===== config.mk =====
export PLATFORM = sky130hd
export DESIGN_NAME = keypad_entry_buffer
export DESIGN_NICKNAME = d
export VERILOG_FILES = /design/src/rtl/keypad_entry_buffer.sv
export SDC_FILE = /design/constraint.sdc
export NUM_CORES = 1
export LEC_CHECK = 0
export ABC_CLOCK_PERIOD_IN_PS = 2900
export BUFFER_PORTS_ARGS = -buffer_cell sky130_fd_sc_hd__buf_2
export CAP_MARGIN = 5
export CELL_PAD_IN_SITES_DETAIL_PLACEMENT = 1
export CELL_PAD_IN_SITES_GLOBAL_PLACEMENT = 1
export CORE_MARGIN = 2
export CORE_UTILIZATION = 46
export CTS_BUF_LIST = sky130_fd_sc_hd__clkbuf_16
export CTS_CLUSTER_SIZE = 14
export DETAILED_ROUTE_END_ITERATION = 12
export MAX_ROUTING_LAYER = met4
export PLACE_DENSITY_LB_ADDON = 0.1
export SLEW_MARGIN = 10
export SYNTH_ARGS = -nofsm -noshare
export SYNTH_HDL_FRONTEND = slang
export SYNTH_SLANG_ARGS = --single-unit
export TNS_END_PERCENT = 50

===== constraint.sdc =====
create_clock -name clk -period 2.9 [get_ports clk]
set_clock_uncertainty 0.1 [all_clocks]
set_input_delay 0.29 -clock clk [delete_from_list [all_inputs] [get_ports clk]]
set_output_delay 0.29 -clock clk [all_outputs]
set_load 0.01 [all_outputs]

===== src/rtl/keypad_entry_buffer.sv =====
// Keypad entry buffer: collects BCD digits from scanner strobes, supports backspace/clear,
// commits terminated entries over valid/ready and discards stale partial entries on idle.
module keypad_entry_buffer #(
    parameter int unsigned NUM_DIGITS    = 4,
    parameter int unsigned TIMEOUT_TICKS = 500_000_000
) (
    input  logic                    clk,
    input  logic                    rst,
    input  logic [3:0]              value,
    input  logic                    key_pressed,
    output logic [4*NUM_DIGITS-1:0] disp_bcd,
    output logic [3:0]              disp_count,
    output logic [4*NUM_DIGITS-1:0] entry_bcd,
    output logic [3:0]              entry_count,
    output logic [3:0]              entry_term,
    output logic                    entry_valid,
    input  logic                    entry_ready,
    output logic                    overflow,
    output logic                    dropped
);

    localparam int unsigned W = 4 * NUM_DIGITS;
    localparam logic [3:0]  NumDigits = 4'(NUM_DIGITS);
    // Guarded by the TIMEOUT_TICKS != 0 check, so the wrap at zero is never used.
    localparam logic [31:0] TimerLast = (TIMEOUT_TICKS == 0) ? 32'd0 : 32'(TIMEOUT_TICKS - 1);

    typedef enum logic {StEdit, StHold} state_e;

    state_e        state_q, state_d;
    logic [W-1:0]  buf_q, buf_d;
    logic [3:0]    count_q, count_d;
    logic [W-1:0]  entry_bcd_q, entry_bcd_d;
    logic [3:0]    entry_count_q, entry_count_d;
    logic [3:0]    entry_term_q, entry_term_d;
    logic          entry_valid_q, entry_valid_d;
    logic          overflow_q, overflow_d;
    logic          dropped_q, dropped_d;
    logic [31:0]   timer_q, timer_d;

    logic is_digit;
    logic is_term;
    logic timer_hit;

    assign is_digit  = (value <= 4'd9);
    assign is_term   = (value == 4'd10) || (value == 4'd11) || (value == 4'd13) ||
                       (value == 4'd15);
    assign timer_hit = (TIMEOUT_TICKS != 0) && (timer_q == TimerLast);

    always_comb begin
        state_d       = state_q;
        buf_d         = buf_q;
        count_d       = count_q;
        entry_bcd_d   = entry_bcd_q;
        entry_count_d = entry_count_q;
        entry_term_d  = entry_term_q;
        entry_valid_d = entry_valid_q;
        overflow_d    = 1'b0;
        dropped_d     = 1'b0;
        timer_d       = timer_q;

        case (state_q)
            StEdit: begin
                if (key_pressed) begin
                    // A key always wins over a coincident timer expiry.
                    timer_d = 32'd0;
                    if (is_digit) begin
                        if (count_q < NumDigits) begin
                            buf_d   = (buf_q << 4) | W'(value);
                            count_d = count_q + 4'd1;
                        end else begin
                            overflow_d = 1'b1;
                        end
                    end else if (value == 4'd14) begin
                        if (count_q != 4'd0) begin
                            buf_d   = buf_q >> 4;
                            count_d = count_q - 4'd1;
                        end
                    end else if (value == 4'd12) begin
                        buf_d   = '0;
                        count_d = 4'd0;
                    end else if (is_term && (count_q != 4'd0)) begin
                        entry_bcd_d   = buf_q;
                        entry_count_d = count_q;
                        entry_term_d  = value;
                        entry_valid_d = 1'b1;
                        buf_d         = '0;
                        count_d       = 4'd0;
                        state_d       = StHold;
                    end
                end else if (count_q == 4'd0) begin
                    timer_d = 32'd0;
                end else if (timer_hit) begin
                    buf_d   = '0;
                    count_d = 4'd0;
                    timer_d = 32'd0;
                end else if (timer_q != 32'hFFFF_FFFF) begin
                    timer_d = timer_q + 32'd1;
                end
            end
            StHold: begin
                timer_d   = 32'd0;
                dropped_d = key_pressed;
                if (entry_ready) begin
                    entry_valid_d = 1'b0;
                    state_d       = StEdit;
                end
            end
            default: begin
                state_d = StEdit;
            end
        endcase
    end

    always_ff @(posedge clk or posedge rst) begin
        if (rst) begin
            state_q       <= StEdit;
            buf_q         <= '0;
            count_q       <= 4'd0;
            entry_bcd_q   <= '0;
            entry_count_q <= 4'd0;
            entry_term_q  <= 4'd0;
            entry_valid_q <= 1'b0;
            overflow_q    <= 1'b0;
            dropped_q     <= 1'b0;
            timer_q       <= 32'd0;
        end else begin
            state_q       <= state_d;
            buf_q         <= buf_d;
            count_q       <= count_d;
            entry_bcd_q   <= entry_bcd_d;
            entry_count_q <= entry_count_d;
            entry_term_q  <= entry_term_d;
            entry_valid_q <= entry_valid_d;
            overflow_q    <= overflow_d;
            dropped_q     <= dropped_d;
            timer_q       <= timer_d;
        end
    end

    assign disp_bcd    = buf_q;
    assign disp_count  = count_q;
    assign entry_bcd   = entry_bcd_q;
    assign entry_count = entry_count_q;
    assign entry_term  = entry_term_q;
    assign entry_valid = entry_valid_q;
    assign overflow    = overflow_q;
    assign dropped     = dropped_q;

endmodule


==> results.md, run 1 <==
- Largest net degree at the start of global routing: 48
- First-pass GRT wire length: 16,800 um
- Yosys warnings: 0
- Highest Clock Rate: 411 MHz
- Vias/cell: 5.63
- Synthesis-to-finish area growth: 17.8%
- Final setup TNS: 0 ps
- CP Capture Type: register
- Max Root-Sink Buffers: 2
- CP top delay family: compound AO/OA/AOI/OAI gates
- Dpl ws: 486 ps
- Post-route minimum period: 2430 ps
- Internal power: 2440 uW
- Die Area: 0.00938 sq mm
- Mapped Cells: 347
- WL per Instance: 18.9 um
- Via count: 2,918
- Number of global-route vias before repair: 3,188
- Antenna diodes: 0
- Filler cell count in the final layout: 896
- Tcrit/Tclk final: 0.838
- Crit path required time: 3010 ps
- Syn Area/Cell: 11.4 sq um
- Slew @ Worst Pin: 649 ps
- Drt total wl: 9770 um
- Fraction of registers with async set/reset: 1.00
- Mapped Area: 0.00397 sq mm
- Crit path buf inv count: 1
- Post-synthesis mux area share: 0.121
- Switching pwr: 1190 uW
- HP Class: input port to register
- CTS tree: built
- Max-slew headroom at the worst pin: 0.564
- Max VDD drop: 461 uV
- Die span in y: 96.9 um
- Syn_nets: 358
- Fin. Hold Viols: 0
- Core ar.: 0.00830 sq mm
- Power Dens Cells: 779 mW/mm^2
- Post-synthesis adder-cell area fraction: 0.00946
- GRT overflow: 0
- Crit path largest cell delay: 460 ps
- CP Class: register to register
- Clock root buffer: clkbuf_16
- Final Setup Violations: 0
- Boundary pin count: 55
- Iteration-0 DRC Markers: 82
- Setup repair bufs after CTS: 0
- Outcome: finished clean
- Final HPWL DP: 6730 um
- Die width: 96.9 um
- Max Cap Viol: 0
- Pleak: 0.00226 uW
- TritonCTS Sinks: 80
- Max H-tree Level: 3
- Number of synthesized flops with an enable pin: 0
- RSZ-0062 raised after global routing: false
- Clock share of power: 0.320
- Sw Share: 0.328
- Final WS setup: 468 ps
- Post-Synth XOR/XNOR Area: 0.0640
- Routability cong.: 0.786
- Initial antenna violation count: 0
- Nets: 419
- Row count: 33
- Total track usage: 0.228
- Clock slew at reported path FFs: 60 ps
- Largest family of logic cells by synthesized area: simple AND/OR/NAND/NOR gates
- ANT nets after route: 0
- Cell variety after synth: 47
- Share of post-route cells with drive strength above 1: 0.308
- Ys flop type: dfrtp_1
- CP Max Fanout: 20
- Combinational group share of total power: 0.260
- Sequential area share after synthesis: 0.505
- Pre-Repair DR Iteration Count: 4
- CP Cell Sequence: inv_1 -> ha_1 -> nor3b_1 -> a221oi_4 -> o21a_4 -> mux2_1
- IO Port Bufs: 54
- DRC: 0
- Initial Util: 0.478
- Slew Limit Fails: 0
- Synth Area in Simple Gates: 0.164
- Num CTS Buffers: 9
- Synth Area in Compound Gates: 0.0972
- Clk Latency, worst-skew pair: 330 ps
- Slowest stage cell, crit path: dfrtp_1
- Critical Path AT: 2540 ps
- Setup crit start kind: register
- Sequential power share: 0.420
- Flops & latches, synth: 80
-- flip-flops by register name (all words and copies together), names as in the netlist, 4 cells and up --
register	cells
disp_count	4
entry_bcd	16
disp_bcd	16
entry_term	4
entry_count	4
timer_q	32
-- metrics by stage --
stage                     utilization  area (sq um)  hold WS [ps]  total power (uW)  cells
final                           0.563          4670           145              3640    518
after global placement          0.525          4360           285              2440    501
after global routing            0.563          4670           158              3820    518
after CTS                       0.563          4670           145              3670    518
after detailed placement        0.525          4360           286              2500    501
after floorplan                     -          3970           342              2130    347
-- final timing paths --
check / slack (ps) / depth (start not counted) / start / to
max: 470 / 6 / disp_count[0] / disp_bcd[9]
min: 150 / 3 / entry_ready / state_q
max reg2reg: 470 / 6 / disp_count[0] / disp_bcd[9]
min reg2reg: 370 / 1 / entry_term[3] / entry_term[3]
max in group asynchronous: 1580 / 4 / rst / disp_bcd[9]
min in group asynchronous: 460 / 3 / rst / entry_count[2]
-- what timing repair did --
item	4_1_cts	5_1_grt
resized for setup	0	0
hold buffers	1	0
hold endpoints to repair	33	0
setup endpoints to repair	0	0
-- power by group through the flow --
stage | registers, uW | clock network [uW] | logic [uW]
final | 1530 | 1160 | 947
after global routing | 1560 | 1230 | 1040
after CTS | 1530 | 1180 | 964
after detailed placement | 1540 | 0 | 957
after global placement | 1520 | 0 | 924
after floorplan | 1590 | 0 | 541
-- cell usage in the layout, fill, tap and decap left out, types with 3 or more instances in the layout --
cell type / count
nor3b_1: 3
mux2_4: 10
inv_1: 14
clkbuf_16: 9
mux2i_1: 5
mux2_2: 23
xnor2_1: 10
buf_2: 54
o21ai_0: 40
ha_1: 3
and3_1: 10
xor2_1: 19
nand2b_1: 3
and4_1: 5
nor2_1: 13
a21oi_1: 3
nor3_1: 5
or2_2: 4
nand2_1: 12
dfrtp_1: 80
nand3_1: 11
nand4_1: 22
a22o_1: 9
inv_6: 4
buf_4: 9
-- cells by family (layout without fill, tap and decap cells) --
| group | Yosys count | in the layout |
|---|---|---|
| DFF | 80 | 80 |
| muxes | 40 | 40 |
| AOI/OAI and AO/OA | 61 | 61 |
| and+or+nand+nor | 104 | 104 |
| xor gates and xnor gates | 29 | 29 |
| buffers and inverters | 30 | 96 |
| adders and majority gates | 3 | 3 |
-- final cells by class --
class,count,area [sq um],share of cell area
multi-input combinational,237,1810,0.388
tap,105,131,0.0281
clock buffer,9,225,0.0482
inverter,15,57.6,0.0123
sequential,80,2000,0.428
timing repair buffer,65,368,0.0787
clock inverter,7,77.6,0.0166
-- synthesized netlist by cell type (2+ instances only) --
| master | instances | area (sq um) |
|---|---|---|
| nor4bb_1 | 2 | 20.0 |
| nand3_1 | 11 | 55.1 |
| buf_4 | 4 | 30.0 |
| mux2_1 | 2 | 22.5 |
| nor3_1 | 5 | 25.0 |
| nand4_1 | 22 | 138 |
| a21oi_1 | 3 | 15.0 |
| nand3b_1 | 2 | 15.0 |
| nand2_1 | 12 | 45.0 |
| nor4_4 | 2 | 42.5 |
| mux2_4 | 10 | 150 |
| a22o_1 | 9 | 78.8 |
| or2_2 | 4 | 25.0 |
| and3b_1 | 2 | 17.5 |
| inv_1 | 15 | 56.3 |
| and3_1 | 10 | 62.6 |
| o21ai_0 | 40 | 200 |
| xor2_1 | 19 | 166 |
| a21o_1 | 2 | 15.0 |
| mux2i_1 | 5 | 50.1 |
| nor2_1 | 13 | 48.8 |
| dfrtp_1 | 80 | 2000 |
| mux2_2 | 23 | 259 |
| xnor2_1 | 10 | 87.6 |
| nand2b_1 | 3 | 18.8 |
| ha_1 | 3 | 37.5 |
| clkbuf_1 | 7 | 26.3 |
| and4_1 | 5 | 43.8 |
| nor3b_1 | 3 | 22.5 |
| buf_2 | 2 | 10.0 |
-- per-layer routing --
| metal | global-route usage | wire, um |
|---|---|---|
| met1 | 0.318 | 4800 |
| met2 | 0.356 | 4550 |
| met3 | 0.0253 | 289 |
| met4 | 0.0661 | 127 |
| met5 | - | 0 |
-- worst min-delay path, delay by kind of cell --
| kind | cells | cell delay [ps] |
|---|---|---|
| AO/OA/AOI/OAI | 1 | 100 |
| buffers and inverters | 2 | 150 |
No activity file was read; power rests on OpenSTA's default activity.
==> run 2: changes to the inputs <==
- ABC_AREA: unset -> 1
- ABC_CLOCK_PERIOD_IN_PS: 2900 -> 2140
- CORE_UTILIZATION: 46 -> 38
- clock period: 2.9 -> 2.14 ns (I/O delays scaled with it)
==> results.md, run 2 <==
- Via count: 4,261 (was 2,918)
- Area contributors post-synth: dfrtp_1 (44%), nand2_1 (20%), nor2_1 (7.7%) (was dfrtp_1 (50%), mux2_2 (6.5%), o21ai_0 (5.0%))
- Row count: 39 (was 33)
- Vias/cell: 5.02 (was 5.63)
- Slew @ Worst Pin: 585 ps (was 649 ps)
- GR peak layer: met2 (unchanged)
- Final Core Density: 0.463 (was 0.563)
- Nets: 712 (was 419)
- Highest Clock Rate: 500 MHz (was 411 MHz)
- Crit path required time: 2320 ps (was 3010 ps)
- Capture point of the worst path: timer_q[7] (was disp_bcd[9])
- Routability cong.: 0.798 (was 0.786)
- Most frequent cells in the layout: nand2_1 (239), nor2_1 (91), dfrtp_1 (80) (was dfrtp_1 (80), buf_2 (54), o21ai_0 (40))
- CP Class: register to register (unchanged)
- Syn Area/Cell: 7.12 sq um (was 11.4 sq um)
- Num CTS Buffers: 9 (unchanged)
- Mapped Cells: 639 (was 347)
- R2R Path Start: timer_q[0] (was disp_count[0])
- Clk Latency, worst-skew pair: 350 ps (was 330 ps)
- Pre-Repair DR Iteration Count: 4 (unchanged)
- Design Area, Final: 0.00536 sq mm (was 0.00467 sq mm)
- First-pass GRT wire length: 22,600 um (was 16,800 um)
- Synth area leader: dfrtp_1 (unchanged)
- Ys flop type: dfrtp_1 (unchanged)
- Most frequent cells after synthesis: nand2_1 (239), nor2_1 (93), dfrtp_1 (80) (was dfrtp_1 (80), o21ai_0 (40), mux2_2 (23))
- Flops & latches, synth: 80 (unchanged)
- Switching pwr: 1760 uW (was 1190 uW)
- Post-DP Area: 0.00495 sq mm (was 0.00436 sq mm)
- Max reg flops: 32 (unchanged)
- Share of post-route cells with drive strength above 1: 0.164 (was 0.308)
- GRT overflow: 0 (unchanged)
- Internal power: 3020 uW (was 2440 uW)
- Crit Reg-Reg Endpoint: timer_q[7] (was disp_bcd[9])
- Critical Path AT: 2180 ps (was 2540 ps)
- Mapped Area: 0.00455 sq mm (was 0.00397 sq mm)
- Outcome: finished clean (unchanged)
- Reg2reg path depth: 11 (was 6)
- CP Max Fanout: 12 (was 20)
- Final HPWL DP: 9360 um (was 6730 um)
- ANT nets after route: 0 (unchanged)
- Slew Limit Fails: 0 (unchanged)
- Boundary pin count: 55 (unchanged)
- Number of global-route vias before repair: 4,447 (was 3,188)
- Iteration-0 DRC Markers: 178 (was 82)
- Pleak: 0.00285 uW (was 0.00226 uW)
- Most flop-heavy register: timer_q (unchanged)
- CTS tree: built (unchanged)
- Core ar.: 0.0116 sq mm (was 0.00830 sq mm)
- Number of synthesized flops with an enable pin: 0 (unchanged)
- Max Cap Viol: 0 (unchanged)
- Max Root-Sink Buffers: 2 (unchanged)
- Final Setup Violations: 0 (unchanged)
- Antenna diodes: 0 (unchanged)
- Clock share of power: 0.302 (was 0.320)
- Die span in y: 113 um (was 96.9 um)
- Synthesis-to-finish area growth: 17.7% (was 17.8%)
- Met3 usage: 0.0388 (was 0.0253)
- Setup crit start kind: register (unchanged)
- M2 GR Usage: 0.388 (was 0.356)
- Sequential area share after synthesis: 0.440 (was 0.505)
- Clock root buffer: clkbuf_16 (unchanged)
- CP Capture Type: register (unchanged)
- Die width: 113 um (was 96.9 um)
- Largest net degree at the start of global routing: 81 (was 48)
- Fin. Hold Viols: 0 (unchanged)
- Sw Share: 0.369 (was 0.328)
- Sequential power share: 0.399 (was 0.420)
- Die Area: 0.0129 sq mm (was 0.00938 sq mm)
- Fraction of registers with async set/reset: 1.00 (unchanged)
- Met1 Track Usage GR: 0.281 (was 0.318)
- Total track usage: 0.230 (was 0.228)
- TritonCTS Sinks: 80 (unchanged)
- IO Port Bufs: 54 (unchanged)
- Tcrit/Tclk final: 0.935 (was 0.838)
- DRC: 0 (unchanged)
- Max-slew headroom at the worst pin: 0.608 (was 0.564)
- Yosys warnings: 0 (unchanged)
- Power Dens Cells: 892 mW/mm^2 (was 779 mW/mm^2)
- Initial Util: 0.393 (was 0.478)
- Max H-tree Level: 3 (unchanged)
- WL per Instance: 16.3 um (was 18.9 um)
- Post-route minimum period: 2000 ps (was 2430 ps)
- HP Class: input port to register (unchanged)
- Seq. cell area: 0.00200 sq mm (unchanged)
- Combinational group share of total power: 0.299 (was 0.260)
- Non-Filler Instances: 849 (was 518)
- Max VDD drop: 489 uV (was 461 uV)
- Filler cell count in the final layout: 1,493 (was 896)
- Clock slew at reported path FFs: 60 ps (about the same)
- Initial antenna violation count: 0 (unchanged)
- Drt total wl: 13,900 um (was 9770 um)
- Syn_nets: 650 (was 358)
- Placed Instances: 824 (was 501)
- R2R Setup Slk: 140 ps (was 470 ps)
- Worst setup path startpoint: timer_q[0] (was disp_count[0])
- Synth top area share: 0.440 (was 0.505)
- Area of the multi-input gates: 0.00220 sq mm (was 0.00181 sq mm)
- Most common cell after layout, fill and taps aside: nand2_1 (was dfrtp_1)
- Library cell with the highest instance count after synthesis: nand2_1 (was dfrtp_1)
- Cell variety after synth: 30 (was 47)
run 2: cell count changes in the layout (fill, tap and decap cells not counted), sizes merged, moves of 10 or more:
cell | before | now
inv | 18 | 68
xor2 | 19 | 3
mux2 | 35 | 0
and3 | 10 | 0
nand2 | 12 | 249
nand3 | 11 | 32
nand4 | 23 | 5
nor2 | 13 | 105
run 2: cells by family (layout without fill, tap and decap cells):
| family | count (synthesis) | in the layout | share of synthesized area |
|---|---|---|---|
| xor gates and xnor gates | 8 | 8 | 0.0154 |
| buffers and inverters | 91 | 155 | 0.0874 |
| and+or+nand+nor | 396 | 399 | 0.378 |
| adders and majority gates | 3 | 3 | 0.00825 |
| AOI/OAI and AO/OA | 61 | 61 | 0.0707 |
| DFF | 80 | 80 | 0.440 |
run 2: worst min path at each step:
stage / start / endpoint / slack [ps] / cells past startpoint
4_1_cts: value[2] / entry_term[2] / 60 / 3
3_3_place_gp: rst / entry_count[1] / 280 / 3
2_1_floorplan: entry_ready / state_q / 210 / 1
3_5_place_dp: rst / entry_count[1] / 280 / 3
6_report: value[2] / entry_term[2] / 70 / 3
5_1_grt: key_pressed / dropped / 80 / 3
run 2: final cells by class:
type / instances / share of cell area
sequential: 80 / 0.374
timing repair buffer: 70 / 0.0832
tap: 143 / 0.0334
inverter: 69 / 0.0491
multi-input combinational: 471 / 0.410
clock buffer: 9 / 0.0420
clock inverter: 7 / 0.00864
run 2: worst max-delay path, cell delays in order, from the launching register on:
cell and delay, ps:
dfrtp_1 410, ha_1 240, nand2_2 100, nor2_4 50, nand2_4 140, nor2_4 60, nand2_4 140, nand3_2 220
nor2_4 190, buf_12 150, nand2_1 70, nand2_2 60
run 2: timing repair:
| action | CTS | global route |
|---|---|---|
| resized for setup | 1 | 4 |
| hold buffers | 2 | 0 |
| endpoints found under the hold margin | 81 | 0 |
| cloned | 1 | 2 |
| setup buffers | 0 | 4 |
| setup endpoints to repair | 24 | 32 |
| pin swaps | 0 | 3 |
run 2: metal layers:
metal / wire length, um / share of wire / up-vias
met5: 0 / 0 / -
li1: - / - / 2109
met3: 525 / 0.038 / 17
met4: 210 / 0.015 / 0
met2: 7030 / 0.51 / 77
met1: 6110 / 0.44 / 2058
run 2: per-stage QoR:
stage / setup TNS, ps / setup slack [ps] / hold WS (ps) / power (uW)
2_1_floorplan: 0 / 403 / 210 / 2740
3_3_place_gp: 0 / 26.7 / 277 / 3220
3_5_place_dp: -1130 / -74.1 / 278 / 3260
4_1_cts: -6.41 / -6.41 / 55.8 / 4760
5_1_grt: -6.82 / -2.96 / 81.0 / 5080
6_report: 0 / 138 / 71.3 / 4780
run 2: power by group through the flow:
stage	registers [uW]	clock network [uW]	logic, uW
finish	1910	1450	1430
detailed placement	1930	0	1330
floorplan	2010	0	722
global route	1940	1550	1590
global placement	1920	0	1300
CTS	1910	1480	1360
